### src/rtl/uart_watch_pkg.sv
// Shared definitions for the UART command controller of the watch:
// FSM state encoding, command byte values, decoder one-hot bit positions
// and the default error reply byte.
package uart_watch_pkg;

    typedef enum logic [1:0] {
        IDLE = 2'd0,
        EXEC = 2'd1,
        RESP = 2'd2,
        DROP = 2'd3
    } state_t;

    localparam logic [7:0] CMD_MODE = 8'h4D;  // "M"
    localparam logic [7:0] CMD_RUN  = 8'h72;  // "r"
    localparam logic [7:0] CMD_CLR  = 8'h63;  // "c"
    localparam logic [7:0] CMD_UP   = 8'h75;  // "u"
    localparam logic [7:0] CMD_DN   = 8'h64;  // "d"

    localparam logic [7:0] ERR_CHAR_DEFAULT = 8'h3F;  // "?"

    // Bit positions inside the decoder's one-hot {mode, run, clr, up, dn, invalid}
    localparam int HOT_MODE = 5;
    localparam int HOT_RUN  = 4;
    localparam int HOT_CLR  = 3;
    localparam int HOT_UP   = 2;
    localparam int HOT_DN   = 1;
    localparam int HOT_INV  = 0;

endpackage

### src/rtl/uart_cmd_decode.sv
// Combinational command decoder: maps a received byte onto exactly one of
// {mode, run, clr, up, dn, invalid}.
module uart_cmd_decode
    import uart_watch_pkg::*;
(
    input  logic [7:0] cmd,
    output logic [5:0] hot
);

    // One-hot decode; anything that is not a known command is invalid
    always_comb begin
        hot = '0;
        case (cmd)
            CMD_MODE: hot[HOT_MODE] = 1'b1;
            CMD_RUN:  hot[HOT_RUN]  = 1'b1;
            CMD_CLR:  hot[HOT_CLR]  = 1'b1;
            CMD_UP:   hot[HOT_UP]   = 1'b1;
            CMD_DN:   hot[HOT_DN]   = 1'b1;
            default:  hot[HOT_INV]  = 1'b1;
        endcase
    end

endmodule

### src/rtl/uart_cmd_ctrl.sv
// UART command controller: pops command bytes from an RX FIFO, applies them
// to the watch mode/run/clear/adjust controls, merges the debounced buttons
// and sends a reply byte on the TX FIFO.
// Optional macro UART_CMD_ECHO_EN: when defined, every valid command is
// echoed back; when undefined only invalid bytes produce an ERR_CHAR reply.
module uart_cmd_ctrl
    import uart_watch_pkg::*;
#(
    parameter logic [7:0] ERR_CHAR   = ERR_CHAR_DEFAULT,
    parameter int         TX_TIMEOUT = 1023
)
(
    input  logic       clk,
    input  logic       rst,
    input  logic       rx_empty,
    input  logic [7:0] rx_data,
    output logic       rx_pop,
    input  logic       tx_full,
    output logic       tx_push,
    output logic [7:0] tx_data,
    input  logic       btn_mode,
    input  logic       btn_run,
    input  logic       btn_clear,
    input  logic       btn_up,
    input  logic       btn_down,
    output logic       stpw_mode,
    output logic       run,
    output logic       clear,
    output logic       up,
    output logic       down,
    output logic       busy
);

    localparam int CW = $clog2(TX_TIMEOUT + 1);

    state_t          state_q, state_d;
    logic [7:0]      cmd_q, cmd_d;
    logic [CW-1:0]   wait_cnt_q, wait_cnt_d;
    logic            stpw_mode_q, stpw_mode_d;
    logic            run_q, run_d;
    logic            clear_q, clear_d;
    logic            up_q, up_d;
    logic            down_q, down_d;

    logic [5:0]      hot;
    logic            exec_en;

    uart_cmd_decode u_decode (
        .cmd (cmd_q),
        .hot (hot)
    );

    // State, command and control registers with asynchronous active-low reset
    always_ff @(posedge clk or negedge rst) begin
        if (!rst) begin
            state_q     <= IDLE;
            cmd_q       <= '0;
            wait_cnt_q  <= '0;
            stpw_mode_q <= 1'b0;
            run_q       <= 1'b0;
            clear_q     <= 1'b0;
            up_q        <= 1'b0;
            down_q      <= 1'b0;
        end else begin
            state_q     <= state_d;
            cmd_q       <= cmd_d;
            wait_cnt_q  <= wait_cnt_d;
            stpw_mode_q <= stpw_mode_d;
            run_q       <= run_d;
            clear_q     <= clear_d;
            up_q        <= up_d;
            down_q      <= down_d;
        end
    end

    // Command FSM: fetch a byte, execute it, then reply or give up after a TX stall
    always_comb begin
        state_d    = state_q;
        cmd_d      = cmd_q;
        wait_cnt_d = wait_cnt_q;
        rx_pop     = 1'b0;
        tx_push    = 1'b0;
        tx_data    = '0;
        exec_en    = 1'b0;
        case (state_q)
            IDLE: begin
                if (!rx_empty && rst) begin
                    rx_pop  = 1'b1;
                    cmd_d   = rx_data;
                    state_d = EXEC;
                end
            end
            EXEC: begin
                exec_en    = 1'b1;
                wait_cnt_d = '0;
`ifdef UART_CMD_ECHO_EN
                state_d    = RESP;
`else
                state_d    = hot[HOT_INV] ? RESP : IDLE;
`endif
            end
            RESP: begin
                if (!tx_full) begin
                    tx_push    = 1'b1;
`ifdef UART_CMD_ECHO_EN
                    tx_data    = hot[HOT_INV] ? ERR_CHAR : cmd_q;
`else
                    tx_data    = ERR_CHAR;
`endif
                    wait_cnt_d = '0;
                    state_d    = IDLE;
                end else if (wait_cnt_q == CW'(TX_TIMEOUT - 1)) begin
                    wait_cnt_d = '0;
                    state_d    = DROP;
                end else begin
                    wait_cnt_d = wait_cnt_q + CW'(1);
                end
            end
            DROP: begin
                state_d = IDLE;
            end
            default: begin
                state_d = IDLE;
            end
        endcase
    end

    // Merge buttons and the executing UART command; a coincident request on the
    // same control yields a single effect, pulses are never stretched
    always_comb begin
        logic mode_tgl;
        logic run_tgl;
        logic clr_req;
        logic up_req;
        logic dn_req;
        mode_tgl    = btn_mode  | (exec_en & hot[HOT_MODE]);
        run_tgl     = (btn_run   | (exec_en & hot[HOT_RUN])) & stpw_mode_q;
        clr_req     = (btn_clear | (exec_en & hot[HOT_CLR])) & stpw_mode_q & ~run_q;
        up_req      = (btn_up    | (exec_en & hot[HOT_UP]))  & ~stpw_mode_q;
        dn_req      = (btn_down  | (exec_en & hot[HOT_DN]))  & ~stpw_mode_q;
        stpw_mode_d = stpw_mode_q ^ mode_tgl;
        run_d       = run_q ^ run_tgl;
        clear_d     = clr_req & ~clear_q;
        up_d        = up_req  & ~up_q;
        down_d      = dn_req  & ~down_q;
    end

    assign stpw_mode = stpw_mode_q;
    assign run       = run_q;
    assign clear     = clear_q;
    assign up        = up_q;
    assign down      = down_q;
    assign busy      = (state_q != IDLE);

endmodule

### config.mk
export PLATFORM = sky130hd
export DESIGN_NAME = uart_cmd_ctrl
export DESIGN_NICKNAME = d
export VERILOG_FILES = /design/src/rtl/uart_watch_pkg.sv /design/src/rtl/uart_cmd_decode.sv /design/src/rtl/uart_cmd_ctrl.sv
export SDC_FILE = /design/constraint.sdc
export NUM_CORES = 1
export LEC_CHECK = 0
export CORE_UTILIZATION = 53
export CTS_BUF_LIST = sky130_fd_sc_hd__clkbuf_16
export DETAILED_ROUTE_END_ITERATION = 10
export HOLD_SLACK_MARGIN = 0.12
export PLACE_DENSITY_LB_ADDON = 0.1
export SETUP_SLACK_MARGIN = 0.1
export SLEW_MARGIN = 20
export SYNTH_ARGS = -nofsm -noshare
export SYNTH_HDL_FRONTEND = slang
export SYNTH_SLANG_ARGS = --single-unit
### constraint.sdc
create_clock -name clk -period 4.15 [get_ports clk]
set_input_delay 0.83 -clock clk [delete_from_list [all_inputs] [get_ports clk]]
set_output_delay 0.83 -clock clk [all_outputs]
set_load 0.1 [all_outputs]
==> reports/results.tsv <==
stage	metric	value	unit
cells_and_area	Final nets	183	
logic_synthesis	post-synth cell types	41	
clock_network	CTS H-tree lvls	1	
cells_and_area	share of layout cells above drive strength 1	15.6	%
timing	final setup vio count	0	
placement	DP HPWL	2030	um
floorplanning	Core Box Area	2480	um2
global_route	GRT Total Usage	21.8	%
setup_path	endpoint class of the critical path	output port	
setup_path	Buf+Inv Stages, Crit Path	3	
hold_path	Min-Delay Path Class	register to register	
placement	PortBufs	30	
clock_network	buffer count from post-CTS setup fixing	0	
setup_path	arrival time worst endpoint	2.25	ns
logic_synthesis	sequential area share after synthesis	45.0	%
logic_synthesis	top cells by count, synth	25 x dfrtp_1, 9 x mux2_2, 8 x buf_4, 8 x inv_1, 8 x nand2_1	
timing	final slew viol count	0	
clock_network	worst skew pair latency	0.26	ns
clock_network	CTS Buf Count	3	
setup_path	Critical Path RT	3.32	ns
logic_synthesis	synthesized-area fraction occupied by adder cells	4.50	%
route	via count	1079	
clock_network	Max clock buf depth	2	
power_and_ir_drop	PnR Total Power	1250	uW
floorplanning	die width	53.2	um
floorplanning	effective utilization at floorplan	56.1	%
timing	Relative slew margins	35.4	%
clock_network	CTS root buffer	clkbuf_16	
floorplanning	DIE AREA	2830	um2
setup_path	most frequent CP cell	inv_1	
timing	Final Cycle Share	74.1	%
placement	Area after DPL	1660	um2
logic_synthesis	Synth Register Bits	25	
route	wire length per cell after detailed routing	14.1	um
global_route	grt ovf	0	
clock_network	CTS tree	built	
logic_synthesis	FFs w/ async S/R, synth	100	%
route	DRT Pass-1 Iters	4	
timing	clk_skew	0.00179	ns
clock_network	quantity of gates resized following cts	0	
power_and_ir_drop	reported leakage power	0.000724	uW
global_route	first-pass GRT wire length	4460	um
setup_path	WS Path Type	register to output port	
setup_path	crit path max fanout	5	
logic_synthesis	dominant cells by area after synthesis	dfrtp_1 45%, mux2_2 7.3%, ha_1 4.5%, buf_4 4.3%, xnor2_1 3.2%	
logic_synthesis	Mapped Cells	134	
logic_synthesis	multiplexer share of the synthesized area	8.73	%
clock_network	Num Clock Sinks	25	
global_route	vias in the first global route	1010	
route	Remaining DRCs	0	
logic_synthesis	ys flop type	dfrtp_1	
logic_synthesis	top cell type's share of synthesized area	45.0	%
floorplanning	Die Ht	53.2	um
setup_path	Worst path slowest cell	clkdlybuf4s50_1	
cells_and_area	Area Overhead vs Synth	25.4	%
setup_path	CP cell instances	inv_1 -> ha_1 -> inv_1 -> clkdlybuf4s50_1	
cells_and_area	antenna cells	0	
setup_path	startpoint types	register	
logic_synthesis	Mapped Area	1390	um2
timing	Tmin final	3.08	ns
route	via-per-instance ratio	5.68	
setup_path	CP max stage delay	1.16	ns
power_and_ir_drop	Max VDD drop	614	uV
logic_synthesis	Avg Cell Area, Syn	10.4	um2
logic_synthesis	xor/xnor share of the synthesized area	3.15	%
flow_run	MaxCap Viol Count	0	
route	antenna-violating nets left	0	
logic_synthesis	Simple-Gate Fraction of Synth Area	18.4	%
clock_network	clock-pin slew of the registers on the worst-case setup and hold paths	0.06	ns
timing	RSZ-0062 raised after global routing	no	
timing	final hold violation count	0	
floorplanning	I/O pin count	33	
route	total routed wirelength	2680	um
logic_synthesis	Synth Area in Compound Gates	13.0	%
route	Initial DRC Count	12	
logic_synthesis	count leader, synth	dfrtp_1	
global_route	pin count of the biggest net entering global routing	26	
timing	setup TNS	0	ns
power_and_ir_drop	PD cells	719	nW/um2
run_status	status	completed	
logic_synthesis	Post-synth EDFFs	0	
global_route	initial antenna violation count	0	
logic_synthesis	post-synth top area cell	dfrtp_1	
cells_and_area	design area	1740	um2
logic_synthesis	number of synthesis warnings	0	
floorplanning	Core Rows	18	
clock_network	CTS Hold Buffers Added	0	
timing	Least-Margin Pin Slew	0.966	ns
logic_synthesis	main combinational cell family by area after synthesis	simple AND/OR/NAND/NOR gates	
setup_path	critical path's top delay family	buffers and inverters	
timing	fmax	325	MHz
placement	GPL Wtd Cong	0.757	
==> flip-flops by register name, summed over array words and instances, names as in the netlist <==
name and count:
up 1, clear 1, wait_cnt_q 10, down 1, cmd_q 8, run 1, stpw_mode 1, state_q 2
==> cell type report <==
class                           instances  area (um2)
Inverter                                8        30.0
Fill cell                             203         734
Clock inverter                          1        3.75
Tap cell                               30        37.5
Multi-Input combinational cell         92         671
Sequential cell                        25         626
Clock buffer                            3        75.1
Timing Repair Buffer                   31         300
==> report_power, final <==
part	switching (uW)	internal (uW)	total, uW
logic	447	206	653
registers	73.9	317	390
clock network	81.1	129	210
total	602	651	1250
==> cells in the final DEF, fill, tap and decap left out, types with 3 or more instances in the layout <==
cell type | synthesis | routed
nor3_1 | 6 | 6
inv_1 | 8 | 9
nand3_1 | 6 | 6
mux2_2 | 9 | 9
clkbuf_16 | 0 | 3
xnor2_1 | 5 | 5
o21ai_0 | 5 | 5
nand2_1 | 8 | 8
nand2b_1 | 4 | 4
nor2_1 | 4 | 4
a21oi_1 | 6 | 6
buf_4 | 8 | 8
dfrtp_1 | 25 | 25
ha_1 | 5 | 5
clkdlybuf4s50_1 | 0 | 22
==> stage by stage <==
step	hold WS [ns]	setup WS, ns	cells	utilization (%)
3_3_place_gp	0.423	1.20	186	67.2
2_1_floorplan	0.485	0.445	135	-
6_report	0.438	1.07	190	70.4
3_5_place_dp	0.433	1.16	186	67.2
4_1_cts	0.441	1.07	190	70.4
5_1_grt	0.452	0.989	190	70.4
==> logic make-up (layout without fill, tap and decap cells) <==
group,after synthesis,after routing
xor gates and xnor gates,5,5
buffers and inverters,18,43
DFF,25,25
muxes,11,11
and+or+nand+nor,44,44
AOI/OAI and AO/OA,25,25
other,1,2
adders and majority gates,5,5
==> routing by layer <==
metal | global-route usage (%) | wire (um) | vias up
li1 | - | - | 530
met1 | 29.6 | 1340 | 520
met2 | 36.0 | 1220 | 27
met3 | 2.87 | 82 | 2
met4 | 5.70 | 25 | 0
met5 | 0 | 0 | -
==> path summary, 6_finish.rpt <==
check	startpoint	endpoint	slack, ns	cells past startpoint
worst min-delay path	up	up	0.44	1
worst min register to register	up	up	0.44	1
worst max-delay path	state_q[1]	busy	1.07	4
worst max register to register	wait_cnt_q[0]	wait_cnt_q[6]	2.20	6
max in group asynchronous	rst	cmd_q[4]	2.88	2
min in group asynchronous	rst	up	1.03	2
No activity file was read; power rests on OpenSTA's default activity.
